--- src/rtl/reg_arb_pkg.sv ---
// reg_arb_pkg
//   Shared types and constants for the register access arbiter.
//   - state_t   : arbiter FSM states
//   - req_idx_t : requester index (0 = UART command path, 1 = local host)
//   - NUM_REQ   : number of requesters
//   - onehot_to_idx : converts a one-hot two-requester grant to an index

package reg_arb_pkg;

    localparam int NUM_REQ = 2;

    typedef logic req_idx_t;

    typedef enum logic [1:0] {
        IDLE       = 2'd0,
        WRITE      = 2'd1,
        READ_ISSUE = 2'd2,
        READ_WAIT  = 2'd3
    } state_t;

    // With only two requesters the index is simply the upper grant bit.
    function automatic req_idx_t onehot_to_idx(input logic [NUM_REQ-1:0] oh);
        return oh[1];
    endfunction

endpackage

--- src/rtl/rr_arbiter2.sv ---
// rr_arbiter2
//   Two-way round-robin grant selection.  Purely combinational.
//   Ports:
//     valid [1:0] : request valid per requester
//     last        : index of the requester granted most recently
//     grant [1:0] : one-hot grant, all zeros when nothing is valid
//   When both requesters are valid the one that was not granted last wins;
//   a lone valid requester is always granted.

module rr_arbiter2
    import reg_arb_pkg::*;
(
    input  logic [NUM_REQ-1:0] valid,
    input  req_idx_t           last,
    output logic [NUM_REQ-1:0] grant
);

    always_comb begin
        grant    = '0;
        grant[0] = valid[0] & (~valid[1] | (last == 1'b1));
        grant[1] = valid[1] & (~valid[0] | (last == 1'b0));
    end

endmodule

--- src/rtl/reg_access_arbiter.sv ---
// reg_access_arbiter
//   Arbitrates two requesters (0 = UART command path, 1 = local host) onto a
//   single register-file write port and read port, and routes read
//   responses back to the requester that issued the read.
//
//   Parameters:
//     WORD_WIDTH     : address width and serial word width
//     VALUE_WORDS    : register value width in words (D = VALUE_WORDS*WORD_WIDTH)
//     TIMEOUT_CYCLES : read-wait limit in clk cycles (1..65535)
//
//   Ports:
//     clk, i_reset_n                   : clock, asynchronous active-low reset
//     i_req_valid/we/addr/wdata [1:0]  : per-requester request
//     o_req_ready [1:0]                : request accepted this cycle
//     o_w_en/o_w_addr/o_w_data         : register-file write port
//     o_r_en/o_r_addr, i_r_data/valid  : register-file read port
//     o_rsp_valid [1:0], o_rsp_data,
//     o_rsp_err                        : read response, routed per requester
//     o_dbg_state                      : current FSM state (observation only)
//
//   Handshake: a request on requester k transfers on a rising edge where
//   i_req_valid[k] and o_req_ready[k] are both 1.  o_req_ready is only ever
//   asserted in IDLE, for at most one requester, and does not depend on
//   i_req_we/addr/wdata.  o_rsp_valid is a single-cycle pulse with no
//   back-pressure.
//
//   Build option: define REG_ARB_TIMEOUT_EN to enable the read timeout.
//   Without it READ_WAIT waits indefinitely and o_rsp_err is tied 0.

module reg_access_arbiter
    import reg_arb_pkg::*;
#(
    parameter int WORD_WIDTH     = 8,
    parameter int VALUE_WORDS    = 4,
    parameter int TIMEOUT_CYCLES = 255
) (
    input  logic                                      clk,
    input  logic                                      i_reset_n,
    input  logic [1:0]                                i_req_valid,
    input  logic [1:0]                                i_req_we,
    input  logic [1:0][WORD_WIDTH-1:0]                i_req_addr,
    input  logic [1:0][VALUE_WORDS*WORD_WIDTH-1:0]    i_req_wdata,
    output logic [1:0]                                o_req_ready,
    output logic                                      o_w_en,
    output logic [WORD_WIDTH-1:0]                     o_w_addr,
    output logic [VALUE_WORDS*WORD_WIDTH-1:0]         o_w_data,
    output logic                                      o_r_en,
    output logic [WORD_WIDTH-1:0]                     o_r_addr,
    input  logic [VALUE_WORDS*WORD_WIDTH-1:0]         i_r_data,
    input  logic                                      i_r_valid,
    output logic [1:0]                                o_rsp_valid,
    output logic [VALUE_WORDS*WORD_WIDTH-1:0]         o_rsp_data,
    output logic                                      o_rsp_err,
    output state_t                                    o_dbg_state
);

    localparam int D = VALUE_WORDS * WORD_WIDTH;

    if (TIMEOUT_CYCLES < 1 || TIMEOUT_CYCLES > 65535) begin : g_bad_timeout
        $error("reg_access_arbiter: TIMEOUT_CYCLES must be in 1..65535");
    end

    state_t               state_q, state_d;
    req_idx_t             last_q;
    req_idx_t             idx_q;
    req_idx_t             acc_idx;
    logic [NUM_REQ-1:0]   grant;
    logic                 accept;
    logic                 rsp_fire;
    logic [WORD_WIDTH-1:0] addr_q;
    logic [D-1:0]         data_q;
    logic [1:0]           rsp_valid_q;
    logic [D-1:0]         rsp_data_q;

    rr_arbiter2 u_rr (
        .valid (i_req_valid),
        .last  (last_q),
        .grant (grant)
    );

    assign acc_idx = onehot_to_idx(grant);
    assign accept  = (state_q == IDLE) && (grant != '0);

`ifdef REG_ARB_TIMEOUT_EN
    // The timeout fires after TIMEOUT_CYCLES full cycles spent in READ_WAIT,
    // i.e. on the cycle where the counter shows TIMEOUT_CYCLES-1.
    localparam logic [15:0] TIMEOUT_LAST = 16'(TIMEOUT_CYCLES - 1);

    logic [15:0] wait_cnt_q;
    logic        rsp_timeout;
    logic        rsp_err_q;
`endif

    // ------------------------------------------------------------------
    // FSM: state register
    // ------------------------------------------------------------------
    always_ff @(posedge clk or negedge i_reset_n) begin
        if (!i_reset_n) begin
            state_q <= IDLE;
        end else begin
            state_q <= state_d;
        end
    end

    // ------------------------------------------------------------------
    // FSM: next state
    // ------------------------------------------------------------------
    always_comb begin
        state_d  = state_q;
        rsp_fire = 1'b0;
`ifdef REG_ARB_TIMEOUT_EN
        rsp_timeout = 1'b0;
`endif
        case (state_q)
            IDLE: begin
                if (accept) begin
                    state_d = i_req_we[acc_idx] ? WRITE : READ_ISSUE;
                end
            end
            WRITE: begin
                state_d = IDLE;
            end
            READ_ISSUE: begin
                state_d = READ_WAIT;
            end
            READ_WAIT: begin
                // A response arriving on the limit cycle takes precedence.
                if (i_r_valid) begin
                    rsp_fire = 1'b1;
                    state_d  = IDLE;
                end
`ifdef REG_ARB_TIMEOUT_EN
                else if (wait_cnt_q == TIMEOUT_LAST) begin
                    rsp_fire    = 1'b1;
                    rsp_timeout = 1'b1;
                    state_d     = IDLE;
                end
`endif
            end
            default: begin
                state_d = IDLE;
            end
        endcase
    end

    // ------------------------------------------------------------------
    // Request capture and round-robin pointer
    // ------------------------------------------------------------------
    always_ff @(posedge clk or negedge i_reset_n) begin
        if (!i_reset_n) begin
            last_q <= 1'b1;
            idx_q  <= 1'b0;
            addr_q <= '0;
            data_q <= '0;
        end else if (accept) begin
            last_q <= acc_idx;
            idx_q  <= acc_idx;
            addr_q <= i_req_addr[acc_idx];
            data_q <= i_req_wdata[acc_idx];
        end
    end

    // ------------------------------------------------------------------
    // Read response
    // ------------------------------------------------------------------
    always_ff @(posedge clk or negedge i_reset_n) begin
        if (!i_reset_n) begin
            rsp_valid_q <= '0;
            rsp_data_q  <= '0;
        end else begin
            rsp_valid_q <= '0;
            if (rsp_fire) begin
                rsp_valid_q[idx_q] <= 1'b1;
`ifdef REG_ARB_TIMEOUT_EN
                rsp_data_q <= rsp_timeout ? '0 : i_r_data;
`else
                rsp_data_q <= i_r_data;
`endif
            end
        end
    end

`ifdef REG_ARB_TIMEOUT_EN
    always_ff @(posedge clk or negedge i_reset_n) begin
        if (!i_reset_n) begin
            wait_cnt_q <= '0;
            rsp_err_q  <= 1'b0;
        end else begin
            rsp_err_q <= rsp_fire & rsp_timeout;
            if ((state_q == READ_WAIT) && (state_d == READ_WAIT)) begin
                wait_cnt_q <= wait_cnt_q + 16'd1;
            end else begin
                wait_cnt_q <= '0;
            end
        end
    end

    assign o_rsp_err = rsp_err_q;
`else
    assign o_rsp_err = 1'b0;
`endif

    // ------------------------------------------------------------------
    // Outputs
    // ------------------------------------------------------------------
    assign o_req_ready = (state_q == IDLE) ? grant : 2'b00;
    assign o_w_en      = (state_q == WRITE);
    assign o_w_addr    = addr_q;
    assign o_w_data    = data_q;
    assign o_r_en      = (state_q == READ_ISSUE);
    assign o_r_addr    = addr_q;
    assign o_rsp_valid = rsp_valid_q;
    assign o_rsp_data  = rsp_data_q;
    assign o_dbg_state = state_q;

endmodule

--- config.mk ---
export PLATFORM = sky130hd
export DESIGN_NAME = reg_access_arbiter
export DESIGN_NICKNAME = d
export VERILOG_FILES = /design/src/rtl/reg_arb_pkg.sv /design/src/rtl/rr_arbiter2.sv /design/src/rtl/reg_access_arbiter.sv
export SDC_FILE = /design/constraint.sdc
export NUM_CORES = 1
export LEC_CHECK = 0
export ABC_AREA = 1
export CAP_MARGIN = 40
export CORE_ASPECT_RATIO = 1.4
export CORE_UTILIZATION = 40
export CTS_BUF_LIST = sky130_fd_sc_hd__clkbuf_4 sky130_fd_sc_hd__clkbuf_8
export CTS_CLUSTER_SIZE = 40
export DETAILED_ROUTE_END_ITERATION = 12
export PLACE_DENSITY = 0.83
export SLEW_MARGIN = 5
export SYNTH_ARGS = -nofsm -noshare
export SYNTH_HDL_FRONTEND = slang
export SYNTH_SLANG_ARGS = --single-unit
--- constraint.sdc ---
create_clock -name clk -period 2.7 [get_ports clk]
set_input_delay 0.27 -clock clk [delete_from_list [all_inputs] [get_ports clk]]
set_output_delay 0.27 -clock clk [all_outputs]
set_load 0.01 [all_outputs]
==> results of run 1 <==
==> state kept, by name (all words and copies together) (netlist names) <==
signal and count:
idx_q 1, last_q 1, o_dbg_state 2, o_r_addr 8
o_rsp_data 32, o_rsp_valid 2, o_w_data 32
==> placed cells by master (no fill, tap or decap), types with 2 or more instances in the layout <==
cell	count
sky130_fd_sc_hd__o21ai_1	30
sky130_fd_sc_hd__o21ai_0	5
sky130_fd_sc_hd__clkdlybuf4s50_1	204
sky130_fd_sc_hd__dfrtp_1	77
sky130_fd_sc_hd__clkbuf_8	10
sky130_fd_sc_hd__buf_4	7
sky130_fd_sc_hd__inv_1	38
sky130_fd_sc_hd__nand3_1	43
sky130_fd_sc_hd__nor2_1	6
sky130_fd_sc_hd__nand2_1	240
sky130_fd_sc_hd__buf_12	2
==> how the worst max path moves through the flow <==
stage / from / endpoint / slack [ns] / cells past startpoint
after global routing: o_dbg_state[0] / o_req_ready[1] / 0.37 / 4
after detailed placement: i_req_valid[0] / o_w_data[29] / 0.45 / 9
final: o_dbg_state[0] / o_req_ready[1] / 0.47 / 4
after global placement: i_req_valid[0] / o_r_addr[2] / 0.56 / 9
after floorplan: last_q / o_req_ready[1] / 1.46 / 4
after CTS: o_dbg_state[0] / o_req_ready[1] / 0.45 / 4
==> report_power, final <==
| group | switching (W) | total [W] | internal (W) | leakage (nW) |
|---|---|---|---|---|
| clock network | 0.000391 | 0.000838 | 0.000446 | 0.0945 |
| logic | 0.00135 | 0.00286 | 0.00152 | 1.91 |
| registers | 0.000334 | 0.00204 | 0.00171 | 0.976 |
| total | 0.00207 | 0.00575 | 0.00367 | 2.98 |
==> metal layers <==
| layer | part of all wire | global-route usage |
|---|---|---|
| met1 | 0.37 | 0.261 |
| met2 | 0.53 | 0.420 |
| met3 | 0.059 | 0.0517 |
| met4 | 0.038 | 0.129 |
| met5 | 0 | 0 |
==> cell type report <==
type / instances / share of cell area
Inverter: 39 / 0.0247
Sequential cell: 78 / 0.330
Clock buffer: 11 / 0.0245
Timing Repair Buffer: 215 / 0.363
Multi-Input combinational cell: 330 / 0.231
Tap cell: 105 / 0.0222
Clock inverter: 2 / 0.00591
==> tightest hold or removal path, delay by kind of cell <==
kind            cells  cell delay, ns
compound gates      1            0.10
simple gates        1            0.17
buf+inv             1            0.16
==> through the flow <==
stage / worst slack, ns / utilization / cells / cell area [um2] / hold slack [ns]
after floorplan: 1.46 / - / 484 / 3660 / -0.0256
after global placement: 0.560 / 0.656 / 765 / 5720 / 0.410
after detailed placement: 0.451 / 0.659 / 766 / 5740 / 0.273
after CTS: 0.448 / 0.681 / 780 / 5930 / 0.354
after global routing: 0.366 / 0.681 / 780 / 5930 / 0.379
final: 0.468 / 0.681 / 780 / 5930 / 0.376
==> kinds of logic (layout without fill, tap and decap cells) <==
kind of cell,Yosys count,after routing,share of synthesized area
other,1,1,0.00102
buffers and inverters,76,267,0.0994
AND/OR/NAND/NOR,292,292,0.316
AO/OA/AOI/OAI,37,37,0.0506
flip-flops,78,78,0.533
==> impl_summary.log, run 1 <==
INFO  metric p_leak = 2.98 nW
INFO  metric layout_overhead_on_the_synthesized_area = 61.8%
INFO  metric cts-buffers-inserted = 9
INFO  metric yosys_warnings = 0
INFO  metric holdBufCountCts = 1
INFO  metric worstHoldPathCells = 3
INFO  metric netlist_instances = 484
INFO  metric layout_min_cycle_time = 2.23 ns
INFO  metric antenna-diode-count = 0
INFO  metric timing.critical_path.to_type = primary output
INFO  metric die_w = 82.9 um
INFO  metric syn-num-nets = 603
INFO  metric cell_breakdown_of_the_critical_path = nor2_2, nand3_1, inv_1, clkdlybuf4s50_1
INFO  metric synth_flop_cell = sky130_fd_sc_hd__dfrtp_1
INFO  metric floorplan.io_pins = 208
INFO  metric cts_resized = 0
INFO  metric timing.max_cap.violations = 0
INFO  metric required_time_of_the_critical_path = 2.43 ns
INFO  metric timing.critical_path.from_type = register
INFO  metric slew_violations = 0
INFO  metric critical_path_peak_fanout = 6
INFO  metric crit_family = buffers and inverters
INFO  metric critPathSlowestCell = sky130_fd_sc_hd__clkdlybuf4s50_1
INFO  metric final_nets = 792
INFO  metric cts.path.max_buffers = 2
INFO  metric fp.dieH = 115 um
INFO  metric nFillCells = 738
INFO  metric cp.buffers_inverters = 2
INFO  metric critical_path.reg2reg.endpoint = o_r_addr[0]
INFO  metric yosysTopAreaCell = sky130_fd_sc_hd__dfrtp_1
INFO  metric ys_seq_area_frac = 0.533
INFO  metric detailedRoute.firstPassIterationCount = 4
INFO  metric clock.fmax = 0.448 GHz
INFO  metric max-slew-margin-rel = 0.604
INFO  metric worst_hold_startpoint = i_req_valid[1]
INFO  metric hp-class = primary input to register
INFO  metric setup-tns-final = 0 ns
INFO  metric pin_count_of_the_biggest_net_entering_global_routing = 67
INFO  metric clock_latency = 0.35 ns
INFO  metric worst_reg2reg_path_depth = 8
INFO  metric number_of_different_library_cells_in_the_post_synthesis_netlist = 16
INFO  metric worst_r2r_startpoint = last_q
INFO  metric grt_first_pass_wirelength = 17700 um
INFO  metric global_route.usage.total = 0.235
INFO  metric synth_top_cells_by_area = sky130_fd_sc_hd__dfrtp_1 (53%), sky130_fd_sc_hd__nand2_1 (25%), sky130_fd_sc_hd__nand3_1 (6.0%), sky130_fd_sc_hd__o21ai_1 (4.2%), sky130_fd_sc_hd__inv_1 (3.9%)
INFO  metric arrival = 1.96 ns
INFO  metric post_synth_most_frequent_cells = sky130_fd_sc_hd__nand2_1 (240), sky130_fd_sc_hd__dfrtp_1 (77), sky130_fd_sc_hd__nand3_1 (44)
INFO  metric gp_congestion = 0.773
INFO  metric final_layout_size_suffix_gt1_frac = 0.0430
INFO  metric cts.clk_slew.worst_paths = 0.07 ns
INFO  metric initial_utilization = 0.421
INFO  metric synth_area = 3660 um2
INFO  metric fin_worst_skew = 0.0131 ns
INFO  metric cp_slowest_stage_delay = 0.55 ns
INFO  metric postRouteAntennaNets = 0
INFO  metric cts_post_setup_buffers_inserted = 0
INFO  metric grt_setup_unrepaired = no
INFO  metric worst_supply_voltage_drop_on_vdd = 547 uV
INFO  metric final_number_of_hold_violating_endpoints = 0
INFO  metric terminating_pin_of_the_worst_hold_path = last_q
INFO  metric area.sequential = 1950 um2
INFO  metric via_total_after_detailed_routing = 3792
INFO  metric drt-initial-drc-count = 215
INFO  metric yosysTopAreaCellShare = 0.526
INFO  metric wl_per_cell = 14.2 um
INFO  metric placement.io_buffers = 206
INFO  metric multi_input_area = 1370 um2
INFO  metric grt_pass1_vias = 3665
INFO  metric synth.most_common_cell = sky130_fd_sc_hd__nand2_1
INFO  metric synthesis.area_per_instance = 7.57 um2
INFO  metric area_inside_the_core_boundary = 8710 um2
INFO  metric std_cell_rows = 40
INFO  metric layout_worst_path_cycle_share = 0.826
INFO  metric root_buffer = sky130_fd_sc_hd__clkbuf_8
INFO  metric reg_to_reg_slack_setup = 0.88 ns
INFO  metric avgViaCountPerCell = 4.86
INFO  metric tritoncts_sink_count = 78
INFO  metric h-tree-depth = 3
INFO  metric tritoncts = built
INFO  metric global_route.overflow_total = 0
INFO  metric p_total = 0.00575 W
INFO  metric outcome = finished clean
INFO  metric post_synthesis_register_bit_count = 78
INFO  metric setup_viol_count_final = 0
INFO  metric synth-edff-count = 0
INFO  metric antenna_found_initial = 0
INFO  metric place.detailed.hpwl = 8310 um
INFO  metric async_set_or_reset_register_ratio_after_synthesis = 1.00
INFO  metric route.detailed.drc = 0
INFO  metric path_class = register to primary output
INFO  metric p_per_area = 969 nW/um2
INFO  metric slew_worst_pin = 0.594 ns
INFO  metric dieArea = 9550 um2
INFO  metric drt-total-wl = 11100 um
Power figures use the tool's default switching activity.
==> inputs of run 2 (changes only) <==
--- a/config.mk
+++ b/config.mk
@@ -8,11 +8,11 @@
 export ABC_AREA = 1
 export CAP_MARGIN = 40
 export CORE_ASPECT_RATIO = 1.4
-export CORE_UTILIZATION = 40
+export CORE_UTILIZATION = 36
 export CTS_BUF_LIST = sky130_fd_sc_hd__clkbuf_4 sky130_fd_sc_hd__clkbuf_8
 export CTS_CLUSTER_SIZE = 40
 export DETAILED_ROUTE_END_ITERATION = 12
-export PLACE_DENSITY = 0.83
+export PLACE_DENSITY = 0.79
 export SLEW_MARGIN = 5
 export SYNTH_ARGS = -nofsm -noshare
 export SYNTH_HDL_FRONTEND = slang
==> constraint.sdc (replaced) <==
create_clock -name clk -period 2 [get_ports clk]
set_input_delay 0.2 -clock clk [delete_from_list [all_inputs] [get_ports clk]]
set_output_delay 0.2 -clock clk [all_outputs]
set_load 0.01 [all_outputs]
==> run 2 against run 1 <==
Net effect: clock power grew 37%; sequential power is 36% higher; via count down 0.98%; critical path depth is the same; utilization is 7.1 points lower; critical path type unchanged; largest cell class unchanged.
==> impl_summary.log, run 2 (synthesized netlist as in run 1, its figures left out) <==
INFO  metric drt-initial-drc-count = 172 (-20%)
INFO  metric required_time_of_the_critical_path = 1.80 ns (-0.63 ns)
INFO  metric outcome = finished clean
INFO  metric worst_r2r_startpoint = o_dbg_state[1]
INFO  metric fin_worst_skew = 0.00859 ns (-0.00451 ns)
INFO  metric die_w = 87.2 um (+5.3%)
INFO  metric timing.max_cap.violations = 0 (unchanged)
INFO  metric layout_overhead_on_the_synthesized_area = 64.8%
INFO  metric clock_latency = 0.34 ns (about the same)
INFO  metric tritoncts = built
INFO  metric dieArea = 10600 um2 (+11%)
INFO  metric critical_path_peak_fanout = 6 (unchanged)
INFO  metric timing.critical_path.from_type = register
INFO  metric layout_worst_path_cycle_share = 0.937
INFO  metric floorplan.io_pins = 208 (unchanged)
INFO  metric post_dp_area = 5810 um2 (+1.4%)
INFO  metric std_cell_rows = 43 (+7.5%)
INFO  metric slew_worst_pin = 0.509 ns (-0.0855 ns)
INFO  metric root_buffer = sky130_fd_sc_hd__clkbuf_8
INFO  metric global_route.usage.total = 0.209 (-0.0261)
INFO  metric initial_utilization = 0.370 (-0.0506)
INFO  metric mostFrequentLayoutCells = sky130_fd_sc_hd__nand2_1 (240), sky130_fd_sc_hd__clkdlybuf4s50_1 (203), sky130_fd_sc_hd__dfrtp_1 (75), sky130_fd_sc_hd__nand3_1 (43), sky130_fd_sc_hd__inv_1 (38)
INFO  metric wl_per_cell = 13.1 um (-7.9%)
INFO  metric hp-class = primary input to register
INFO  metric critical_path.reg2reg.endpoint = o_w_data[12]
INFO  metric reg_to_reg_slack_setup = 0.40 ns (-0.48 ns)
INFO  metric final_number_of_hold_violating_endpoints = 0 (unchanged)
INFO  metric worst_reg2reg_path_depth = 7 (-1)
INFO  metric arrival = 1.67 ns (-0.29 ns)
INFO  metric nFillCells = 879 (+19%)
INFO  metric cts-buffers-inserted = 9 (unchanged)
INFO  metric route.detailed.drc = 0 (unchanged)
INFO  metric antenna_found_initial = 0 (unchanged)
INFO  metric final_design_area_no_fill = 6030 um2 (+1.8%)
INFO  metric detailedRoute.firstPassIterationCount = 4 (unchanged)
INFO  metric worst_supply_voltage_drop_on_vdd = 553 uV (+1.2%)
INFO  metric h-tree-depth = 3 (unchanged)
INFO  metric via_total_after_detailed_routing = 3755 (-0.98%)
INFO  metric final_layout_size_suffix_gt1_frac = 0.0515 (+0.00858)
INFO  metric terminating_pin_of_the_worst_hold_path = o_w_data[2]
INFO  metric worst_hold_startpoint = i_req_valid[1]
INFO  metric placement.io_buffers = 206 (unchanged)
INFO  metric setup-tns-final = 0 ns (unchanged)
INFO  metric layout_min_cycle_time = 1.87 ns
INFO  metric area_inside_the_core_boundary = 9900 um2 (+14%)
INFO  metric max-slew-margin-rel = 0.660 (+0.0562)
INFO  metric gp_congestion = 0.789 (+2.0%)
INFO  metric p_leak = 3.03 nW (+1.4%)
INFO  metric place.detailed.hpwl = 8020 um (-3.6%)
INFO  metric place.detailed.instances = 797 (+4.0%)
INFO  metric slew_violations = 0 (unchanged)
INFO  metric antenna-diode-count = 0 (unchanged)
INFO  metric final_cell_count_no_fill = 814 (+4.4%)
INFO  metric drt-total-wl = 10600 um (-3.9%)
INFO  metric fp.dieH = 121 um (+5.3%)
INFO  metric layout_commonest_cell = sky130_fd_sc_hd__nand2_1
INFO  metric post-route-util = 0.610 (-0.0710)
INFO  metric final_nets = 794 (+0.25%)
INFO  metric grt_first_pass_wirelength = 17000 um (-3.7%)
INFO  metric avgViaCountPerCell = 4.61 (-5.1%)
INFO  metric pin_count_of_the_biggest_net_entering_global_routing = 51 (-24%)
INFO  metric global_route.overflow_total = 0 (unchanged)
INFO  metric setup_viol_count_final = 0 (unchanged)
INFO  metric cts.path.max_buffers = 2 (unchanged)
INFO  metric grt_pass1_vias = 3723 (+1.6%)
INFO  metric worstHoldPathCells = 5 (+2)
INFO  metric tritoncts_sink_count = 78 (unchanged)
INFO  metric timing.critical_path.to_type = primary output
INFO  metric clock.fmax = 0.534 GHz
INFO  metric grt_setup_unrepaired = no
INFO  metric postRouteAntennaNets = 0 (unchanged)
INFO  metric p_per_area = 1300 nW/um2 (+34%)
INFO  metric cts.clk_slew.worst_paths = 0.08 ns (about the same)
INFO  metric path_class = register to primary output
[run 2: how the worst max path moves through the flow]
stage / from / to / slack [ns] / cells after the start
detailed placement: i_req_valid[0] / o_r_addr[0] / 0.09 / 9
floorplan: last_q / o_req_ready[1] / 0.83 / 4
finish: o_dbg_state[1] / o_req_ready[0] / 0.13 / 4
global route: o_dbg_state[1] / o_req_ready[0] / 0.02 / 4
global placement: i_req_valid[0] / idx_q / 0.09 / 4
CTS: o_dbg_state[1] / o_req_ready[1] / 0.06 / 4
[run 2: timing repair]
action / 4_1_cts / 5_1_grt
buffers inserted: 1 / 0
resized for setup: 3 / 1
pin swaps: 1 / 0
endpoints found under the hold margin: 36 / 0
hold buffers: 1 / 0
setup endpoints to repair: 2 / 1
[run 2: metrics by stage]
stage / total power [W] / worst slack, ns / hold WS (ns)
floorplan: 0.00451 / 0.829 / -0.0956
detailed placement: 0.00675 / 0.0882 / 0.198
global placement: 0.00655 / 0.0916 / 0.188
finish: 0.00787 / 0.127 / 0.337
global route: 0.00843 / 0.0241 / 0.340
CTS: 0.00796 / 0.0603 / 0.319
[run 2: metal layers]
metal | up-vias | wire (um) | track usage
li1 | 1852 | - | -
met1 | 1743 | 4000 | 0.232
met2 | 141 | 5710 | 0.375
met3 | 19 | 692 | 0.0469
met4 | 0 | 231 | 0.0922
met5 | - | 0 | 0
[run 2: where the power goes]
group	leakage (nW)	switching (W)	internal (W)	total, W
Sequential	0.974	0.000461	0.00231	0.00277
Clock	0.0986	0.000538	0.000613	0.00115
Combinational	1.95	0.00181	0.00213	0.00394
[run 2: area by class of cell]
cell class | count | area, um2 | area share
tap | 135 | 169 | 0.0280
multi-input combinational | 330 | 1370 | 0.227
timing repair buffer | 217 | 2200 | 0.365
inverter | 39 | 146 | 0.0243
sequential | 78 | 1960 | 0.324
clock inverter | 4 | 47.5 | 0.00788
clock buffer | 11 | 145 | 0.0241
[run 2: worst max-delay path, cell delays in order (launching register included)]
cell,delay (ns)
sky130_fd_sc_hd__dfrtp_2,0.47
sky130_fd_sc_hd__nor2_4,0.14
sky130_fd_sc_hd__nand2_1,0.06
sky130_fd_sc_hd__a21oi_1,0.11
sky130_fd_sc_hd__clkdlybuf4s50_1,0.56
==> inputs of run 3 (changes only) <==
--- a/config.mk
+++ b/config.mk
@@ -6,14 +6,14 @@
 export NUM_CORES = 1
 export LEC_CHECK = 0
 export ABC_AREA = 1
-export CAP_MARGIN = 40
 export CORE_ASPECT_RATIO = 1.4
+export CORE_MARGIN = 5
 export CORE_UTILIZATION = 36
 export CTS_BUF_LIST = sky130_fd_sc_hd__clkbuf_4 sky130_fd_sc_hd__clkbuf_8
 export CTS_CLUSTER_SIZE = 40
 export DETAILED_ROUTE_END_ITERATION = 12
 export PLACE_DENSITY = 0.79
-export SLEW_MARGIN = 5
+export SLEW_MARGIN = 15
 export SYNTH_ARGS = -nofsm -noshare
 export SYNTH_HDL_FRONTEND = slang
 export SYNTH_SLANG_ARGS = --single-unit
==> run 3 against run 2 <==
Net effect: non-clock buffer count shrank 2; clock power grew 26%; total power grew 4.1%; sequential share of layout area shrank 0.19 points; via count shrank 2.0%; first-iteration DRC count shrank 38%; highest routed layer unchanged; cell count shrank 0.12%; combinational power is essentially flat; largest power group unchanged; wire length grew 10%; die area grew 16%; final area grew 0.60%; clock skew shrank 0.00080 ns.
==> impl_summary.log, run 3 (synthesized netlist as in run 1, its figures left out) <==
INFO  metric via_total_after_detailed_routing = 3679 (-2.0%)
INFO  metric antenna_found_initial = 0 (unchanged)
INFO  metric dieArea = 12300 um2 (+16%)
INFO  metric arrival = 1.68 ns (about the same)
INFO  metric fin_worst_skew = 0.00778 ns (-0.000805 ns)
INFO  metric setup_viol_count_final = 0 (unchanged)
INFO  metric layout_worst_path_cycle_share = 0.942 (+0.00566)
INFO  metric whs = 0.288 ns (-0.0490 ns)
INFO  metric final_design_area_no_fill = 6070 um2 (+0.60%)
INFO  metric root_buffer = sky130_fd_sc_hd__clkbuf_8
INFO  metric drt-total-wl = 11700 um (+10%)
INFO  metric layout_min_cycle_time = 1.88 ns (+0.0113 ns)
INFO  metric cts.path.max_buffers = 2 (unchanged)
INFO  metric final_layout_size_suffix_gt1_frac = 0.0501 (-0.00140)
INFO  metric floorplan.io_pins = 208 (unchanged)
INFO  metric grt_first_pass_wirelength = 18300 um (+7.6%)
INFO  metric slew_worst_pin = 0.945 ns (+0.437 ns)
INFO  metric layout_overhead_on_the_synthesized_area = 65.8%
INFO  metric timing.critical_path.to_type = primary output
INFO  metric cp_slowest_stage_delay = 0.53 ns (-0.03 ns)
INFO  metric clock_latency = 0.35 ns (about the same)
INFO  metric post_dp_area = 5780 um2 (-0.52%)
INFO  metric max-slew-margin-rel = 0.368 (-0.292)
INFO  metric cts-buffers-inserted = 9 (unchanged)
INFO  metric final_nets = 792 (-0.25%)
INFO  metric worst_supply_voltage_drop_on_vdd = 618 uV (+12%)
INFO  metric outcome = finished clean
INFO  metric gp_congestion = 0.791 (+0.22%)
INFO  metric cts.clk_slew.worst_paths = 0.08 ns (about the same)
INFO  metric postRouteAntennaNets = 0 (unchanged)
INFO  metric clock_power_share = 0.177 (+0.031)
INFO  metric grt_pass1_vias = 3826 (+2.8%)
INFO  metric nFillCells = 865 (-1.6%)
INFO  metric placement.io_buffers = 206 (unchanged)
INFO  metric setup-tns-final = 0 ns (unchanged)
INFO  metric timing.critical_path.from_type = register
INFO  metric mostFrequentLayoutCells = sky130_fd_sc_hd__nand2_1 (240), sky130_fd_sc_hd__clkdlybuf4s50_1 (203), sky130_fd_sc_hd__dfrtp_1 (75), sky130_fd_sc_hd__nand3_1 (43), sky130_fd_sc_hd__inv_1 (38)
INFO  metric power.share.sequential = 0.338 (-0.015)
INFO  metric path_class = register to primary output
INFO  metric place.detailed.hpwl = 8900 um (+11%)
INFO  metric p_per_area = 1350 nW/um2 (+3.5%)
INFO  metric area.sequential = 1960 um2 (unchanged)
INFO  metric route.detailed.drc = 0 (unchanged)
INFO  metric wl_per_cell = 14.4 um (+10%)
INFO  metric area_inside_the_core_boundary = 9950 um2 (+0.54%)
INFO  metric detailedRoute.firstPassIterationCount = 4 (unchanged)
INFO  metric slew_violations = 0 (unchanged)
INFO  metric initial_utilization = 0.368 (-0.00200)
INFO  metric fp.dieH = 129 um (+6.6%)
INFO  metric std_cell_rows = 43 (unchanged)
INFO  metric antenna-diode-count = 0 (unchanged)
INFO  metric pin_count_of_the_biggest_net_entering_global_routing = 67 (+31%)
INFO  metric grt.met2_usage = 0.339 (-0.0360)
INFO  metric comb_pwr_share = 0.485 (-0.016)
INFO  metric global_route.overflow_total = 0 (unchanged)
INFO  metric internal_power = 0.00529 W (+4.6%)
INFO  metric required_time_of_the_critical_path = 1.80 ns (about the same)
INFO  metric timing.max_cap.violations = 0 (unchanged)
INFO  metric critPathSlowestCell = sky130_fd_sc_hd__clkdlybuf4s50_1
INFO  metric layout_commonest_cell = sky130_fd_sc_hd__nand2_1
INFO  metric hp-class = primary input to register
INFO  metric die_w = 95.2 um (+9.2%)
INFO  metric global_route.usage.total = 0.192 (-0.0172)
INFO  metric avgViaCountPerCell = 4.53 (-1.9%)
INFO  metric grt_setup_unrepaired = no
INFO  metric p_leak = 3.04 nW (+0.47%)
INFO  metric grt-busiest-layer = met2
INFO  metric tritoncts = built
INFO  metric cell_breakdown_of_the_critical_path = nor2_4, nand3_1, inv_1, clkdlybuf4s50_1
INFO  metric globalRouteMet3Util = 0.0610 (+0.0140)
INFO  metric use_met1 = 0.208 (-0.0242)
INFO  metric swShare = 0.354 (-0.00351)
INFO  metric multi_input_area = 1370 um2 (unchanged)
INFO  metric switching_power = 0.00290 W (+3.1%)
INFO  metric drt-initial-drc-count = 107 (-38%)
INFO  metric tritoncts_sink_count = 78 (unchanged)
INFO  metric clock.fmax = 0.531 GHz (-0.60%)
INFO  metric final_number_of_hold_violating_endpoints = 0 (unchanged)
INFO  metric h-tree-depth = 3 (unchanged)
INFO  metric critical_path_peak_fanout = 6 (unchanged)
## run 3: cell count changes in the layout (fill, tap and decap cells not counted), sizes merged
cell | before | now
buf | 12 | 10
bufinv | 1 | 3
clkinv | 2 | 1
## run 3: power by group through the flow
stage                     clock network (W)  logic [W]  registers [W]
after global placement                    0    0.00387        0.00273
final                               0.00145    0.00397        0.00277
after floorplan                           0    0.00146        0.00305
after CTS                           0.00148    0.00401        0.00277
after global routing                0.00155    0.00434        0.00286
after detailed placement                  0    0.00399        0.00277
## run 3: layout make-up
class,count,share of cell area
timing repair buffer,215,0.359
sequential,78,0.322
multi-input combinational,330,0.226
tap,135,0.0278
inverter,39,0.0241
clock buffer,11,0.0239
clock inverter,5,0.0175
## run 3: critical path: cells and delay by family, from the launching register on
kind,cells,cell delay [ns]
simple gates,2,0.26
buf+inv,2,0.62
flops,1,0.46
## run 3: worst paths after layout
check                           slack [ns]        endpoint  depth (start not counted)      startpoint
worst max-delay path                  0.12  o_req_ready[1]                          4  o_dbg_state[0]
max in group asynchronous             1.04     o_w_data[8]                          3       i_reset_n
min in group asynchronous             0.36  o_rsp_data[15]                          2       i_reset_n
worst min-delay path                  0.29          last_q                          3  i_req_valid[1]
worst max register to register        0.24           idx_q                          5  o_dbg_state[0]
worst min register to register        0.43  o_rsp_valid[0]                          1           idx_q
## run 3: routing by layer
| metal | part of all wire | vias to the layer above |
|---|---|---|
| li1 | - | 1844 |
| met1 | 0.36 | 1654 |
| met2 | 0.52 | 156 |
| met3 | 0.086 | 25 |
| met4 | 0.028 | 0 |
| met5 | 0 | - |
## run 3: repair_timing
action	in CTS	in global routing
setup endpoints to repair	2	2
gates resized for setup	3	1
hold buffers	1	0
pin swaps	1	1
endpoints found under the hold margin	34	0
buffers inserted	0	2
## run 3: through the flow
step / total power (W) / cells / worst slack, ns / utilization
after floorplan: 0.00451 / 484 / 0.829 / -
after detailed placement: 0.00676 / 794 / 0.0248 / 0.581
final: 0.00819 / 813 / 0.116 / 0.610
after global placement: 0.00661 / 794 / 0.0910 / 0.581
after global routing: 0.00876 / 813 / 0.0545 / 0.610
after CTS: 0.00826 / 811 / 0.00645 / 0.608
